File: src/rtl/led_matrix_scan.sv
// Row-multiplexed 8x8 LED matrix driver: one frame snapshot per scan, dead time between rows.
// Optional LED_SCAN_DIM_EN adds a brightness input and 3-bit PWM gating of the column data.
module led_matrix_scan #(
  parameter int ROW_CYCLES     = 1000,
  parameter int BLANK_CYCLES   = 16,
  parameter bit ROW_ACTIVE_LOW = 1'b0,
  parameter bit COL_ACTIVE_LOW = 1'b0
) (
  input  logic        clk,
  input  logic        reset,
  input  logic [63:0] matrix,
`ifdef LED_SCAN_DIM_EN
  input  logic [2:0]  brightness,
`endif
  output logic [7:0]  row_sel,
  output logic [7:0]  col_data,
  output logic [2:0]  row_idx,
  output logic        frame_start
);

  localparam int CW = (ROW_CYCLES > 1) ? $clog2(ROW_CYCLES) : 1;
  localparam logic [CW-1:0] CNT_MAX = CW'(ROW_CYCLES - 1);
  localparam logic [CW-1:0] BLANK_C = CW'(BLANK_CYCLES);
  localparam logic [7:0]    ROW_INV = ROW_ACTIVE_LOW ? 8'hFF : 8'h00;
  localparam logic [7:0]    COL_INV = COL_ACTIVE_LOW ? 8'hFF : 8'h00;

  logic [CW-1:0] cnt_q, cnt_d;
  logic [2:0]    row_q, row_d;
  logic [63:0]   shadow_q, shadow_d;
  logic [7:0]    row_sel_q, row_sel_d;
  logic [7:0]    col_data_q, col_data_d;
  logic [2:0]    row_idx_q, row_idx_d;
  logic          frame_start_q, frame_start_d;
  logic          snap;
  logic          drive;
  logic [7:0]    row_on;
  logic [7:0]    col_on;
`ifdef LED_SCAN_DIM_EN
  logic [2:0]    pwm_q, pwm_d;
`endif

  always_comb begin
    snap     = (row_q == 3'd0) && (cnt_q == '0);
    drive    = (cnt_q >= BLANK_C);
    cnt_d    = (cnt_q == CNT_MAX) ? '0 : cnt_q + 1'b1;
    row_d    = (cnt_q == CNT_MAX) ? row_q + 3'd1 : row_q;
    shadow_d = snap ? matrix : shadow_q;
    row_on   = drive ? (8'h01 << row_q) : 8'h00;
    col_on   = drive ? shadow_q[{row_q, 3'b000} +: 8] : 8'h00;
`ifdef LED_SCAN_DIM_EN
    pwm_d    = pwm_q + 3'd1;
    if (pwm_q > brightness) col_on = 8'h00;
`endif
    // Polarity is applied after blanking so inactive always means all-ones when active-low.
    row_sel_d     = row_on ^ ROW_INV;
    col_data_d    = col_on ^ COL_INV;
    row_idx_d     = row_q;
    frame_start_d = snap;
  end

  always_ff @(posedge clk or negedge reset) begin
    if (!reset) begin
      cnt_q         <= '0;
      row_q         <= 3'd0;
      shadow_q      <= 64'd0;
      row_sel_q     <= ROW_INV;
      col_data_q    <= COL_INV;
      row_idx_q     <= 3'd0;
      frame_start_q <= 1'b0;
    end else begin
      cnt_q         <= cnt_d;
      row_q         <= row_d;
      shadow_q      <= shadow_d;
      row_sel_q     <= row_sel_d;
      col_data_q    <= col_data_d;
      row_idx_q     <= row_idx_d;
      frame_start_q <= frame_start_d;
    end
  end

`ifdef LED_SCAN_DIM_EN
  always_ff @(posedge clk or negedge reset) begin
    if (!reset) pwm_q <= 3'd0;
    else        pwm_q <= pwm_d;
  end
`endif

  assign row_sel     = row_sel_q;
  assign col_data    = col_data_q;
  assign row_idx     = row_idx_q;
  assign frame_start = frame_start_q;

endmodule
File: config.mk
export PLATFORM = sky130hd
export DESIGN_NAME = led_matrix_scan
export DESIGN_NICKNAME = d
export VERILOG_FILES = /design/src/rtl/led_matrix_scan.sv
export SDC_FILE = /design/constraint.sdc
export NUM_CORES = 1
export LEC_CHECK = 0
export ABC_AREA = 1
export ABC_CLOCK_PERIOD_IN_PS = 4900
export BUFFER_PORTS_ARGS = -buffer_cell sky130_fd_sc_hd__clkbuf_2
export CORE_ASPECT_RATIO = 0.5
export CORE_MARGIN = 3
export CORE_UTILIZATION = 60
export DETAILED_ROUTE_END_ITERATION = 8
export GPL_ROUTABILITY_DRIVEN = 0
export PLACE_DENSITY = 0.89
export REMOVE_ABC_BUFFERS = 1
export SLEW_MARGIN = 5
export SYNTH_ARGS = -nofsm -noshare
export SYNTH_HDL_FRONTEND = slang
export SYNTH_SLANG_ARGS = --single-unit
File: constraint.sdc
create_clock -name clk -period 4.9 [get_ports clk]
set_input_delay 0.98 -clock clk [delete_from_list [all_inputs] [get_ports clk]]
set_output_delay 0.98 -clock clk [all_outputs]
set_load 0.005 [all_outputs]
==> results of run 1 <==
-- where the power goes --
part / leakage [nW] / switching [mW] / internal, mW
Clock: 0.166 / 0.292 / 0.512
Sequential: 1.17 / 0.0168 / 0.831
Combinational: 1.88 / 0.0510 / 0.0414
Total: 3.22 / 0.360 / 1.38
-- layout by cell type, fill, tap and decap left out, drive strengths merged --
master | netlist | layout
nand2 | 269 | 269
dfrtp | 97 | 97
clkbuf | 4 | 95
nand3 | 94 | 94
inv | 74 | 74
nor2 | 38 | 38
ha | 8 | 8
or2 | 7 | 7
buf | 29 | 4
a21oi | 3 | 3
bufinv | 0 | 3
xor2 | 2 | 2
nor3 | 1 | 1
nand4 | 1 | 1
clkinvlp | 0 | 1
clkinv | 0 | 1
-- cell usage after synthesis --
master and number:
dfrtp_1 97, nand3_1 93, or2_1 3, nand2_1 258, a21oi_1 3, buf_1 2
nor3_1 1, or2_2 4, clkbuf_1 4, buf_2 7, buf_4 1, nor2_1 36
nand3_2 1, nand4_1 1, buf_6 19, nor2_2 2, inv_1 72, ha_1 8
inv_2 2, xor2_1 2, nand2_2 11
-- routing by layer --
layer / vias to the layer above / global-route usage
li1: 2028 / -
met1: 1893 / 0.283
met2: 103 / 0.384
met3: 23 / 0.0623
met4: 0 / 0.0910
met5: - / 0
-- flip-flops by register name, summed over array words and instances (netlist names) --
name and count:
shadow_q 64, cnt_q 10, col_data 8, row_sel 8
row_idx 3, row_idx_d 3, frame_start 1
-- worst max path at each step --
stage,from,slack [ps],endpoint,cells after the start
after floorplan,row_idx_d[0]$_DFFE_PN0N_,890,shadow_q[0]$_DFFE_PN0P_,7
after global placement,row_idx_d[1]$_DFFE_PN0N_,1370,shadow_q[19]$_DFFE_PN0P_,8
after detailed placement,row_idx_d[1]$_DFFE_PN0N_,1210,shadow_q[46]$_DFFE_PN0P_,8
after CTS,row_idx_d[1]$_DFFE_PN0N_,1120,shadow_q[34]$_DFFE_PN0P_,8
after global routing,row_idx_d[1]$_DFFE_PN0N_,870,shadow_q[34]$_DFFE_PN0P_,8
final,row_idx_d[1]$_DFFE_PN0N_,1150,shadow_q[34]$_DFFE_PN0P_,8
-- final cells by class --
| cell class | instances | area, sq um |
|---|---|---|
| clock buffers | 11 | 243 |
| inverters | 74 | 278 |
| multi-input cells | 423 | 1850 |
| repair buffers | 88 | 450 |
| clock inverters | 5 | 103 |
| well taps | 108 | 135 |
| flip-flops and latches | 97 | 2430 |
| fillers | 594 | 2080 |
-- per-stage QoR --
step / total power [mW] / instance area (sq um) / util
detailed placement: 0.955 / 5140 / 0.680
global placement: 0.950 / 5140 / 0.680
CTS: 1.76 / 5490 / 0.725
finish: 1.74 / 5490 / 0.725
floorplan: 0.898 / 4550 / -
global route: 1.80 / 5490 / 0.725
-- cells by family after synthesis --
logic type	Yosys count	share of synthesized area
xor+xnor	2	0.00363
flops	97	0.502
compound gates	3	0.00311
simple gates	410	0.355
buf+inv	107	0.115
fa+ha+maj	8	0.0207
-- worst max-delay path: cells and delay by family, from the launching register on --
| family | cells | cell delay [ps] |
|---|---|---|
| adder cells (fa/ha/maj) | 1 | 330 |
| buffers and inverters | 2 | 1180 |
| flip-flops | 1 | 540 |
| AND/OR/NAND/NOR | 5 | 1530 |
==> flow_summary_export.csv, run 1 <==
group,metric,value,unit
status,status,"completed",
yosys,syn_inst,627,
worst_setup_path,critical_path_class,"reg -> reg",
yosys,synth.top_cell.area_share,0.502,
worst_setup_path,max_stage_delay,890,ps
hold_path,whs_endpoint,"row_idx[2]$_DFF_PN0_",
sta,finClkSkew,5.35,ps
clocking,postCtsSetupBuffers,0,
worst_setup_path,endpoint_kind,"flop",
sta,timing.final.ws_setup,1150,ps
clocking,htree_num_levels,3,
sta,max_freq,267,MHz
sta,grt_setup_unrepaired,"no",
clocking,ctsResizeCount,0,
pwr,p_per_area,318,mW/mm^2
hold_path,whs_path_depth,0,
yosys,synth_area_leaders,"dfrtp_1 (50%), nand2_1 (20%), nand3_1 (9.6%), inv_1 (5.6%), buf_6 (4.4%)",
sta,period_minus_slack,3750,ps
worst_setup_path,critPathLaunchType,"flop",
pwr,ir_drop,0.000200,V
clocking,clkTransAtPathRegs,60,ps
worst_setup_path,cp_data_required_time,5120,ps
global_route,grt_pass1_wl,17.0,mm
worst_setup_path,r2r_cells,8,
layout,antennaDiodeCount,0,
route,met3_wirelength,521,um
floorplan,core_area,0.00757,sq mm
yosys,synth_top_area_cell,"dfrtp_1",
route,drc,0,
floorplan,die_w,133,um
sta,hold_viol,0,
clocking,cts_root_buf,"clkbuf_16",
route,top_layer_used,"met4",
yosys,synth-seq-cells,97,
worst_setup_path,worstPathCellList,"inv_1, ha_1, nand2_1, nor2_4, buf_4, nand2_2, nand2_1, nand2_1",
layout,drive_above_1_share,0.176,
worst_setup_path,crit_path_frequent_cell,"nand2_1",
route,wl,10.0,mm
sta,worst_slew_pin_slew,1270,ps
sta,hold_slack,473,ps
yosys,ys_types,21,
pwr,p_leak,3.22,nW
global_route,grt_max_degree,66,
route,ant_nets,0,
global_route,antenna_found_initial,0,
floorplan,die_h,69.5,um
clocking,clkSinkCount,97,
route,wl_per_cell,12.4,um
clocking,tritoncts,"done",
yosys,synth_area,0.00483,sq mm
global_route,grt_pass1_vias,3895,
worst_setup_path,slowest_stage,"nand2_2",
hold_path,hold_start,"row_idx_d[2]$_DFFE_PN0N_",
sta,setup_tns,0,ps
worst_setup_path,r2r_slack,1150,ps
sta,finalCritPeriodShare,0.765,
layout,nets,767,
yosys,ys_warn_count,0,
route,dr.pass1.iters,4,
sta,slew_violations,0,
worst_setup_path,r2r_start,"row_idx_d[1]$_DFFE_PN0N_",
route,dr_wl_met2,5.09,mm
placed_design,dp_hpwl,6.32,mm
floorplan,std_cell_rows,22,
placed_design,place_ws,1210,ps
clocking,clock_latency,350,ps
sta,setup_viol,0,
global_route,grt_use_total,0.229,
clocking,numCtsBuffers,9,
hold_path,hold_path.class,"reg -> reg",
yosys,seq_area_frac_synth,0.502,
worst_setup_path,timing.rr.end,"shadow_q[34]$_DFFE_PN0P_",
placed_design,dp.cells,790,
global_route,grt_overflow,0,
worst_setup_path,arrival,3970,ps
layout,syn_to_final_growth,13.6,%
clocking,ctsHoldBuffers,0,
placed_design,portBuffers,85,
floorplan,ios,86,
route,vias_per_cell,5.02,
floorplan,start_util,0.638,
layout,instances_no_fill,806,
job,cap_violations,0,
route,routed-via-count,4047,
clocking,cts_buffer_depth,2,
sta,slew_headroom,0.148,
floorplan,dieArea,0.00923,sq mm
worst_setup_path,worstPathMaxFanout,65,
yosys,synth_area_per_cell,7.71,sq um
route,drt_iter0_drc,343,
route,wl_met1,4.22,mm
No activity file was read; power rests on OpenSTA's default activity.
==> inputs of run 2 (changes only) <==
--- a/config.mk
+++ b/config.mk
@@ -6,14 +6,14 @@
 export NUM_CORES = 1
 export LEC_CHECK = 0
 export ABC_AREA = 1
-export ABC_CLOCK_PERIOD_IN_PS = 4900
+export ABC_CLOCK_PERIOD_IN_PS = 3600
 export BUFFER_PORTS_ARGS = -buffer_cell sky130_fd_sc_hd__clkbuf_2
 export CORE_ASPECT_RATIO = 0.5
 export CORE_MARGIN = 3
-export CORE_UTILIZATION = 60
+export CORE_UTILIZATION = 56
 export DETAILED_ROUTE_END_ITERATION = 8
 export GPL_ROUTABILITY_DRIVEN = 0
-export PLACE_DENSITY = 0.89
+export PLACE_DENSITY = 0.84
 export REMOVE_ABC_BUFFERS = 1
 export SLEW_MARGIN = 5
 export SYNTH_ARGS = -nofsm -noshare
==> constraint.sdc (replaced) <==
create_clock -name clk -period 3.6 [get_ports clk]
set_input_delay 0.72 -clock clk [delete_from_list [all_inputs] [get_ports clk]]
set_output_delay 0.72 -clock clk [all_outputs]
set_load 0.005 [all_outputs]
==> run 2 against run 1 <==
Effect of this change: flip-flop and latch count unchanged; critical path depth did not move; count of clock-buffer cells in the layout rose by 2; total power increased by 21%; via count increased by 0.77%.
==> flow_summary_export.csv, run 2 (same netlist as run 1, synthesis figures left out) <==
group,metric,value,unit
layout,drive_above_1_share,0.175,
layout,max_flop_register,"shadow_q",
worst_setup_path,crit_path_frequent_cell,"nand2_1",
global_route,grt_max_degree,66,
floorplan,dieArea,0.00985,sq mm
sta,slew_headroom,0.532,
pwr,power_frac_comb,0.060,
clocking,ctsResizeCount,0,
global_route,grt_pass1_vias,4015,
floorplan,die_h,71.7,um
worst_setup_path,worstPathMaxFanout,65,
floorplan,std_cell_rows,23,
sta,hold_slack,377,ps
clocking,clock_latency,340,ps
route,dr_wl_met2,5.21,mm
pwr,ir_drop,0.000237,V
global_route,antenna_found_initial,0,
worst_setup_path,endpoint_kind,"flop",
pwr,power.internal,1.65,mW
sta,grt_setup_unrepaired,"no",
clocking,postCtsSetupBuffers,0,
status,status,"completed",
route,met3_wirelength,571,um
worst_setup_path,slowest_stage,"nor2_4",
sta,worst_slew_pin_slew,702,ps
floorplan,core_area,0.00820,sq mm
floorplan,die_w,137,um
worst_setup_path,max_stage_delay,570,ps
global_route,grt_overflow,0,
route,wl,10.5,mm
worst_setup_path,cp_data_required_time,3820,ps
placed_design,place_ws,1240,ps
pwr,p_sw,465,uW
floorplan,ios,86,
clocking,clkSinkCount,97,
worst_setup_path,r2r_cells,8,
clocking,cts_buffer_depth,2,
placed_design,dp.cells,799,
worst_setup_path,critical_path_class,"reg -> reg",
sta,timing.final.ws_setup,1200,ps
clocking,cts_root_buf,"clkbuf_16",
pwr,p_per_area,389,mW/mm^2
clocking,numCtsBuffers,9,
route,drt_iter0_drc,265,
layout,antennaDiodeCount,0,
sta,slew_violations,0,
placed_design,dpl-instance-area,0.00519,sq mm
sta,period_minus_slack,2400,ps
sta,hold_viol,0,
layout,final_cell_mix,"nand2_1 (258), dfrtp_1 (97), nand3_1 (93), clkbuf_2 (84), inv_1 (72)",
sta,setup_viol,0,
placed_design,portBuffers,85,
pwr,pwr-share-seq,0.546,
route,routed-via-count,4078,
route,top_layer_used,"met4",
worst_setup_path,arrival,2630,ps
global_route,grt_pass1_wl,17.8,mm
route,drc,0,
layout,instances_no_fill,813,
hold_path,hold_path.class,"in -> async",
placed_design,dp_hpwl,6.84,mm
clocking,htree_num_levels,3,
layout,mostFrequentLayoutCell,"nand2_1",
sta,max_freq,416,MHz
layout,reg.largest.list,"shadow_q: 64 flops, cnt_q: 10 flops",
worst_setup_path,worstPathCellList,"inv_1, ha_1, nand2_1, nor2_4, nand2_2, buf_4, nand2_1, nand2_1",
job,cap_violations,0,
worst_setup_path,critPathLaunchType,"flop",
clocking,tritoncts,"done",
layout,nets,772,
route,wl_per_cell,12.9,um
route,dr.pass1.iters,5,
route,wl_met1,4.51,mm
pwr,p_leak,3.19,nW
layout,final_cell_area,0.00543,sq mm
clocking,clkTransAtPathRegs,60,ps
global_route,grt_use_total,0.231,
sta,finalCritPeriodShare,0.667,
floorplan,start_util,0.589,
clocking,ctsHoldBuffers,0,
pwr,swShare,0.220,
layout,largest_reg_flops,64,
sta,finClkSkew,5.24,ps
sta,setup_tns,0,ps
pwr,clkPwrFrac,0.394,
layout,syn_to_final_growth,12.4,%
route,ant_nets,0,
route,vias_per_cell,5.02,
-- run 2: final timing paths --
kind	start	end	slack [ps]
setup / recovery	row_idx_d[1]$_DFFE_PN0N_	shadow_q[52]$_DFFE_PN0P_	1200
hold / removal	reset	shadow_q[31]$_DFFE_PN0P_	380
setup reg to reg	row_idx_d[1]$_DFFE_PN0N_	shadow_q[52]$_DFFE_PN0P_	1200
hold reg to reg	row_idx_d[2]$_DFFE_PN0N_	row_idx[2]$_DFF_PN0_	470
max in group asynchronous	reset	shadow_q[56]$_DFFE_PN0P_	2440
min in group clk	row_idx_d[2]$_DFFE_PN0N_	row_idx[2]$_DFF_PN0_	470
-- run 2: per-layer routing --
layer  vias up  GRT usage
met1      1896      0.289
met5         -          0
li1       2038          -
met2       126      0.387
met4         0     0.0841
met3        18     0.0638
-- run 2: critical path, delay by kind of cell (launching register included) --
| kind | cells | cell delay (ps) |
|---|---|---|
| simple gates | 5 | 1000 |
| flops | 1 | 550 |
| buf+inv | 2 | 490 |
| fa+ha+maj | 1 | 200 |
-- run 2: final cells by class --
type                       count  area, sq um
sequential                    97         2430
multi-input combinational    423         1850
fill                         731         2770
timing repair buffer          93          488
clock buffer                  13          240
inverter                      74          278
tap                          112          140
clock inverter                 1         5.00
-- run 2: stage by stage --
step | power [mW] | utilization
after floorplan | 1.22 | -
after global placement | 1.30 | 0.632
after detailed placement | 1.30 | 0.632
after CTS | 2.13 | 0.662
after global routing | 2.19 | 0.662
final | 2.11 | 0.662
-- run 2: power groups by stage --
stage               clock, mW  combinational (mW)  sequential [mW]
floorplan                   0              0.0543             1.17
global placement            0               0.125             1.17
detailed placement          0               0.129             1.17
CTS                     0.844               0.131             1.15
global route            0.886               0.150             1.16
finish                  0.832               0.128             1.15
